`src/rtl/mult_div_unit.sv`:
```
// Radix-2 sequential signed multiply/divide unit producing the HI/LO pair.
// Multiplies by shift-add and divides by restoring division, both on operand magnitudes.
//
// state    | meaning
// ---------+--------------------------------------------------------------
// S_IDLE   | waiting for start_mult / start_div
// S_MULT   | shift-add iterations, one multiplier bit per cycle
// S_DIV    | restoring-division iterations, one quotient bit per cycle
// S_FINISH | sign fix-up and HI/LO write (skipped write on divide by zero)
module mult_div_unit #(
    parameter int WIDTH = 32
) (
    input  logic             clk,
    input  logic             reset,
    input  logic             start_mult,
    input  logic             start_div,
    input  logic [WIDTH-1:0] op_a,
    input  logic [WIDTH-1:0] op_b,
    output logic [WIDTH-1:0] hi_out,
    output logic [WIDTH-1:0] lo_out,
    output logic             busy,
    output logic             done,
    output logic             div_zero
);

    localparam int CNT_W = $clog2(WIDTH);
    localparam logic [CNT_W-1:0] CNT_LAST = CNT_W'(WIDTH - 1);

    typedef enum logic [1:0] {S_IDLE, S_MULT, S_DIV, S_FINISH} state_t;

    state_t             state_q, state_d;
    logic [CNT_W-1:0]   cnt_q, cnt_d;
    logic [2*WIDTH-1:0] acc_q, acc_d;
    logic [WIDTH-1:0]   a_mag_q, a_mag_d;
    logic [WIDTH-1:0]   b_mag_q, b_mag_d;
    logic               sa_q, sa_d, sb_q, sb_d;
    logic               is_div_q, is_div_d;
    logic               dz_q, dz_d;
    logic [WIDTH-1:0]   hi_q, hi_d, lo_q, lo_d;
    logic               done_q, done_d;
    logic               div_zero_q, div_zero_d;

    logic [WIDTH:0]     mult_sum;
    logic [WIDTH:0]     rem_sh;
    logic [WIDTH:0]     diff;
    logic [2*WIDTH-1:0] prod_fix;
    logic [WIDTH-1:0]   quo_fix, rem_fix;

    function automatic logic [WIDTH-1:0] mag(input logic [WIDTH-1:0] v);
        return v[WIDTH-1] ? -v : v;
    endfunction

    // Multiply: a_mag is the multiplicand, b_mag shifts right as the multiplier.
    // Divide: a_mag shifts left feeding dividend bits, b_mag is the divisor.
    assign mult_sum = {1'b0, acc_q[2*WIDTH-1:WIDTH]} + {1'b0, a_mag_q};
    assign rem_sh   = {acc_q[2*WIDTH-1:WIDTH], a_mag_q[WIDTH-1]};
    assign diff     = rem_sh - {1'b0, b_mag_q};

    assign prod_fix = (sa_q ^ sb_q) ? -acc_q : acc_q;
    assign quo_fix  = (sa_q ^ sb_q) ? -acc_q[WIDTH-1:0] : acc_q[WIDTH-1:0];
    assign rem_fix  = sa_q ? -acc_q[2*WIDTH-1:WIDTH] : acc_q[2*WIDTH-1:WIDTH];

    always_comb begin
        state_d    = state_q;
        cnt_d      = cnt_q;
        acc_d      = acc_q;
        a_mag_d    = a_mag_q;
        b_mag_d    = b_mag_q;
        sa_d       = sa_q;
        sb_d       = sb_q;
        is_div_d   = is_div_q;
        dz_d       = dz_q;
        hi_d       = hi_q;
        lo_d       = lo_q;
        done_d     = 1'b0;
        div_zero_d = 1'b0;

        unique case (state_q)
            S_IDLE: begin
                if (start_mult || start_div) begin
                    a_mag_d  = mag(op_a);
                    b_mag_d  = mag(op_b);
                    sa_d     = op_a[WIDTH-1];
                    sb_d     = op_b[WIDTH-1];
                    cnt_d    = '0;
                    acc_d    = '0;
                    is_div_d = !start_mult;
                    dz_d     = !start_mult && (op_b == '0);
                    if (start_mult)
                        state_d = S_MULT;
                    else if (op_b == '0)
                        state_d = S_FINISH;
                    else
                        state_d = S_DIV;
                end
            end
            S_MULT: begin
                if (b_mag_q[0])
                    acc_d = {mult_sum, acc_q[WIDTH-1:1]};
                else
                    acc_d = {1'b0, acc_q[2*WIDTH-1:1]};
                b_mag_d = b_mag_q >> 1;
                cnt_d   = cnt_q + CNT_W'(1);
                if (cnt_q == CNT_LAST)
                    state_d = S_FINISH;
            end
            S_DIV: begin
                if (!diff[WIDTH])
                    acc_d = {diff[WIDTH-1:0], acc_q[WIDTH-2:0], 1'b1};
                else
                    acc_d = {rem_sh[WIDTH-1:0], acc_q[WIDTH-2:0], 1'b0};
                a_mag_d = a_mag_q << 1;
                cnt_d   = cnt_q + CNT_W'(1);
                if (cnt_q == CNT_LAST)
                    state_d = S_FINISH;
            end
            S_FINISH: begin
                state_d = S_IDLE;
                done_d  = 1'b1;
                if (dz_q) begin
                    div_zero_d = 1'b1;
                end else if (is_div_q) begin
                    hi_d = rem_fix;
                    lo_d = quo_fix;
                end else begin
                    hi_d = prod_fix[2*WIDTH-1:WIDTH];
                    lo_d = prod_fix[WIDTH-1:0];
                end
            end
            default: state_d = S_IDLE;
        endcase
    end

    always_ff @(posedge clk) begin
        if (!reset) begin
            state_q    <= S_IDLE;
            cnt_q      <= '0;
            acc_q      <= '0;
            a_mag_q    <= '0;
            b_mag_q    <= '0;
            sa_q       <= 1'b0;
            sb_q       <= 1'b0;
            is_div_q   <= 1'b0;
            dz_q       <= 1'b0;
            hi_q       <= '0;
            lo_q       <= '0;
            done_q     <= 1'b0;
            div_zero_q <= 1'b0;
        end else begin
            state_q    <= state_d;
            cnt_q      <= cnt_d;
            acc_q      <= acc_d;
            a_mag_q    <= a_mag_d;
            b_mag_q    <= b_mag_d;
            sa_q       <= sa_d;
            sb_q       <= sb_d;
            is_div_q   <= is_div_d;
            dz_q       <= dz_d;
            hi_q       <= hi_d;
            lo_q       <= lo_d;
            done_q     <= done_d;
            div_zero_q <= div_zero_d;
        end
    end

    assign busy     = (state_q != S_IDLE);
    assign done     = done_q;
    assign div_zero = div_zero_q;
    assign hi_out   = hi_q;
    assign lo_out   = lo_q;

endmodule

```
`config.mk`:
```
export PLATFORM = sky130hd
export DESIGN_NAME = mult_div_unit
export DESIGN_NICKNAME = d
export VERILOG_FILES = /design/src/rtl/mult_div_unit.sv
export SDC_FILE = /design/constraint.sdc
export NUM_CORES = 1
export LEC_CHECK = 0
export CAP_MARGIN = 20
export CORE_MARGIN = 8
export CORE_UTILIZATION = 36
export DETAILED_ROUTE_END_ITERATION = 8
export MAX_ROUTING_LAYER = met4
export PLACE_DENSITY = 0.65
export SLEW_MARGIN = 40
export SYNTH_ARGS = -nofsm -noshare
export SYNTH_HDL_FRONTEND = slang
export SYNTH_SLANG_ARGS = --single-unit
```
`constraint.sdc`:
```
create_clock -name clk -period 7.2 [get_ports clk]
set_input_delay 0.72 -clock clk [delete_from_list [all_inputs] [get_ports clk]]
set_output_delay 0.72 -clock clk [all_outputs]
set_load 0.1 [all_outputs]
```
Word level (Yosys, flattened, before mapping)

Cells that the tools add are included.

Add/sub/neg operators: 8
$mul: 0
Div/mod/pow operators: 0
Magnitude comparators: 0
Equal/unequal tests: 6
Shifts and indexed selects: 0
Muxes and demuxes: 24
Bitwise gates (word level): 2
Reduce and logical (&&, ||, !) cells: 19

Operators with widths:

| operator            | number |
|---|---|
| $mux 32             | 8 |
| $mux 64             | 4 |
| $pmux 64 s3         | 1 |
| $neg 32->32         | 4 |
| $pmux 32 s2         | 2 |
| $neg 64->64         | 1 |
| $add 32x32->33      | 1 |
| $sub 33x32->33      | 1 |
| $logic_not 32->1    | 1 |
| $reduce_and 2->1    | 8 |
| $pmux 5 s2          | 1 |
| $reduce_bool 2->1   | 4 |
| $mux 2              | 3 |
| $pmux 2 s3          | 1 |
| $add 5x1->5 const B | 1 |
| $eq 5x5->1 const B  | 1 |
| $mux 5              | 1 |
| $eq 2x2->1 const B  | 2 |
| $mux 1              | 3 |
| $reduce_bool 3->1   | 1 |
| $eq 2x1->1 const B  | 1 |
| $logic_not 2->1     | 1 |
| $ne 2x1->1 const B  | 1 |
| $ne 2x2->1 const B  | 1 |
| 6 further kinds     | 6 |

Bits in registers: 205
Bits in latches: 0
Memory bits (writable): 0
Memory bits (read-only): 0
Input bits: 68
Output and inout port bits: 67
Logic and storage cells: 72
Memories kept: 0

Longest topological paths before layout

Word-level depth: 5
Mapped depth: 13
Gate-level depth less buffers: 12

Worst setup path after synthesis

No wires, ideal clock.

Path kind: register to register
Start point: reg acc_q[32]
End point: reg acc_q[49]
Library setup time: 0.128 ns
Arrival time: 2.902 ns
Required time: 7.072 ns
Path slack: 4.170 ns
Cell stages (with the launch flop): 13
Path buffers: 1
Path through: dfxtp_1 inv_1 fa_1 nor2b_1 o31a_1 o21ai_0 a211oi_1 nor2_1 mux2i_1 nor2_1 buf_2 mux2i_1 o21ai_0

Longest elaborated chain between the ends: 3
Elaborated cells on any way between the ends: 5
Classes of those cells: add/sub: 2; mux: 3

RTL lines:

| item                                             | line    | source |
|---|---|---|
| start, declared                                  | 33      | `logic [2*WIDTH-1:0] acc_q, acc_d;` |
| start signal, assigned                           | 138     | `acc_q <= '0;` |
| start signal, assigned                           | 152     | `acc_q <= acc_d;` |
| $sub 33x32->33 or $add 32x32->33 (tied branches) | 57, 55  |  |
| $mux 64, on equally long branches                | 108, 98 |  |
| $pmux 64 s3 *                                    | 78      | `unique case (state_q)` |

Mark *: on every way between the ends. The rest lies on a longest branch, timed or not.
A chain may end at the register's enable or synchronous reset.

Worst setup path in the final report

Start point: reg acc_q[32]
End point: reg acc_q[61]

The elaborated chain is that of the path after synthesis.

==> results.py <==
metrics = {
    "flow_run": {
        "drv_cap": 0,
    },
    "clocking": {
        "numCtsBuffers": 25,
        "cts_setup_buffers": 0,
        "cts_resized": 0,
        "root_buffer": "clkbuf_16",
        "clockBufferDepth": 3,
        "clk_pin_slew_ns": 0.06,
        "cts_sinks": 205,
        "holdBufCountCts": 0,
        "tritoncts": "done",
        "clk_latency_ns": 0.56,
        "cts_htree_levels": 1,
    },
    "status": {
        "status": "finished, final reports clean",
    },
    "power_and_ir_drop": {
        "swShare_pct": 45.6,
        "power_frac_comb_pct": 47.0,
        "p_int_uw": 2850,
        "p_per_area_nw_per_um2": 292,
        "p_leak_uw": 0.00700,
        "switching_power_uw": 2390,
        "irDropWorstVdd_uv": 196,
        "pwr-share-clk_pct": 24.8,
        "pwr-share-seq_pct": 28.2,
    },
    "sta": {
        "maxSlewViolCount": 0,
        "relSlewSlack_pct": 50.3,
        "rsz0062_at_grt": "no",
        "timing.fmax_ghz": 0.264,
        "fin_crit_sh_pct": 52.5,
        "period_needed_ns": 3.78,
        "worstMarginPinSlew_ns": 0.744,
        "fin_skew_ns": 0.0246,
        "final.setup.tns_ns": 0,
        "hold_viol_final": 0,
        "setup_viol": 0,
    },
    "place": {
        "dp_cells": 2749,
        "detailed_place_hpwl_microns": 38400,
        "port_buffers": 134,
        "place_congestion": 0.928,
    },
    "final_layout": {
        "fill_cells": 4479,
        "seq_area_sq_um": 4100,
        "final_cell_mix": "nand2_1 (283), dfxtp_1 (205), a21oi_1 (190)",
        "nets": 2336,
        "post_layout_nonfiller_instances": 2793,
        "drive_above_1_share_pct": 8.20,
        "areaGrowthSynthToFinish_pct": 14.8,
        "multi_input_area_sq_um": 10700,
        "final_common_cell": "nand2_1",
        "num_antenna_cells": 0,
    },
    "worst_setup_path": {
        "worstSetupEndpointType": "register",
        "arrival_ns": 4.27,
        "cp-start-kind": "register",
        "criticalPathCategory": "register to register",
        "crit_required_ns": 7.69,
        "worstPathMaxFanout": 19,
    },
    "logic_synthesis": {
        "async_flop_share_pct": 0,
        "ys_ff_latch": 205,
        "syn_nets": 2298,
        "synth_edf_count": 0,
        "ys_seq_area_share_pct": 26.2,
        "netlist.area_leader.share_pct": 26.2,
        "yosys_warnings": 0,
        "syn_area_sq_um": 15600,
        "ys_types": 71,
        "synth_ff_type": "dfxtp_1",
        "post_synth_main_area_contributors": "dfxtp_1 (26%), nand2_1 (6.8%), a21oi_1 (6.1%), o21ai_0 (6.0%), ha_1 (6.0%)",
        "yosysTopAreaCell": "dfxtp_1",
        "synth_cells": 2153,
        "syn_avg_cell_area_sq_um": 7.26,
    },
    "min_path": {
        "hold_path_class": "register to register",
    },
    "floorplan": {
        "die_h_microns": 224,
        "num_rows": 76,
        "die_w_microns": 224,
        "core_area_sq_um": 43000,
        "die_area_sq_um": 50400,
        "start_util_pct": 36.4,
        "pin_count": 135,
    },
    "global_route": {
        "gr-total-overflow": 0,
        "globalRouteTotalUtil_pct": 20.1,
        "grt_pass1_vias": 14992,
        "antenna_found_initial": 3,
        "grt_max_degree": 102,
        "grt_pass1_wl_microns": 81000,
    },
    "routing": {
        "final_antenna_net_count": 0,
        "drt_iter0_drc": 1076,
        "avgRoutedWirePerCell_microns": 18.5,
        "via_count": 15958,
        "dr.pass1.iters": 6,
        "wl_microns": 51800,
        "vias_per_cell": 5.71,
        "drc": 0,
    },
}
[layer usage]
layer | routed length (microns) | share of wire [%] | global-route usage, % | up-vias
met5 | 0 | 0 | - | -
met4 | 1820 | 3.5 | 6.88 | 0
met3 | 3100 | 6.0 | 2.54 | 113
met2 | 25200 | 49 | 34.9 | 518
met1 | 21600 | 42 | 23.8 | 7501
li1 | - | - | - | 7826
[registers in the layout, summed over array words and instances, names as in the netlist]
name and count:
div_zero 1, a_mag_q 32, sa_q 1, cnt_q 5, sb_q 1, acc_q 64
lo_out 32, done 1, b_mag_q 32, is_div_q 1, hi_out 32, state_q 2
dz_q 1
[cell usage after synthesis (11+ instances only)]
library cell / number
nand2_1: 283
dfxtp_1: 205
a21oi_1: 190
o21ai_0: 189
nor2_1: 183
clkbuf_1: 136
xor2_1: 100
ha_1: 75
inv_1: 73
xnor2_1: 62
a211oi_1: 58
nor3_1: 49
a21o_1: 41
a22oi_1: 40
nand3_1: 39
a22o_1: 34
o31ai_1: 32
o211ai_1: 25
or3_1: 25
nor4_1: 21
and2_1: 20
nand4_1: 20
a31oi_1: 15
mux2i_1: 15
nand2b_1: 15
o41ai_1: 15
or4_1: 15
buf_1: 13
nor2b_1: 13
o21a_1: 12
o21bai_1: 12
mux2_2: 11
[worst max-delay path: stages (launching register included)]
cell and delay, ns:
dfxtp_1 0.48, inv_1 0.21, fa_1 0.46, nor2b_1 0.24
o31a_1 0.20, o21ai_0 0.22, a211oi_1 0.40, nor2_1 0.13
mux2_2 0.49, nand3_1 0.31, a2111o_1 0.44, a31oi_1 0.15
[power groups by stage]
stage	sequential (uW)	combinational, uW	clock (uW)
floorplan	1720	1590	0
global route	1500	2690	1370
finish	1480	2460	1300
global placement	1500	2460	0
detailed placement	1510	2440	0
CTS	1480	2450	1330
[logic make-up after synthesis]
group | count (synthesis) | synth area share (%)
AOI/OAI and AO/OA | 728 | 29.6
xor gates and xnor gates | 162 | 9.07
adders and majority gates | 77 | 6.26
buffers and inverters | 230 | 5.63
DFF | 205 | 26.2
muxes | 26 | 1.75
and+or+nand+nor | 725 | 21.4
[per-stage QoR]
stage | worst slack (ns) | hold slack, ns | area, sq um | utilization (%) | power [uW]
after floorplan | 4.17 | 0.449 | 15600 | - | 3310
after global placement | 3.15 | 0.446 | 17400 | 40.4 | 3960
after detailed placement | 3.48 | 0.447 | 17100 | 39.8 | 3950
after CTS | 3.45 | 0.455 | 17900 | 41.7 | 5260
after global routing | 3.19 | 0.474 | 17900 | 41.8 | 5570
final | 3.42 | 0.453 | 17900 | 41.8 | 5240
[worst paths after layout]
path                           startpoint                 endpoint  slack (ns)  depth (start not counted)
setup reg to reg   acc_q[32]$_SDFFE_PN0P_   acc_q[61]$_SDFFE_PN0P_        3.42                         11
hold / removal    hi_out[11]$_SDFFE_PN0P_  hi_out[11]$_SDFFE_PN0P_        0.45                          2
hold reg to reg   hi_out[11]$_SDFFE_PN0P_  hi_out[11]$_SDFFE_PN0P_        0.45                          2
setup / recovery   acc_q[32]$_SDFFE_PN0P_   acc_q[61]$_SDFFE_PN0P_        3.42                         11
[cell type report]
type | instances | area share, %
clock buffer | 36 | 4.11
clock inverter | 8 | 0.586
inverter | 74 | 1.58
multi-input combinational | 1718 | 59.7
sequential | 205 | 22.9
tap | 585 | 4.08
timing repair buffer | 167 | 7.12
(Power assumes the default switching activity.)
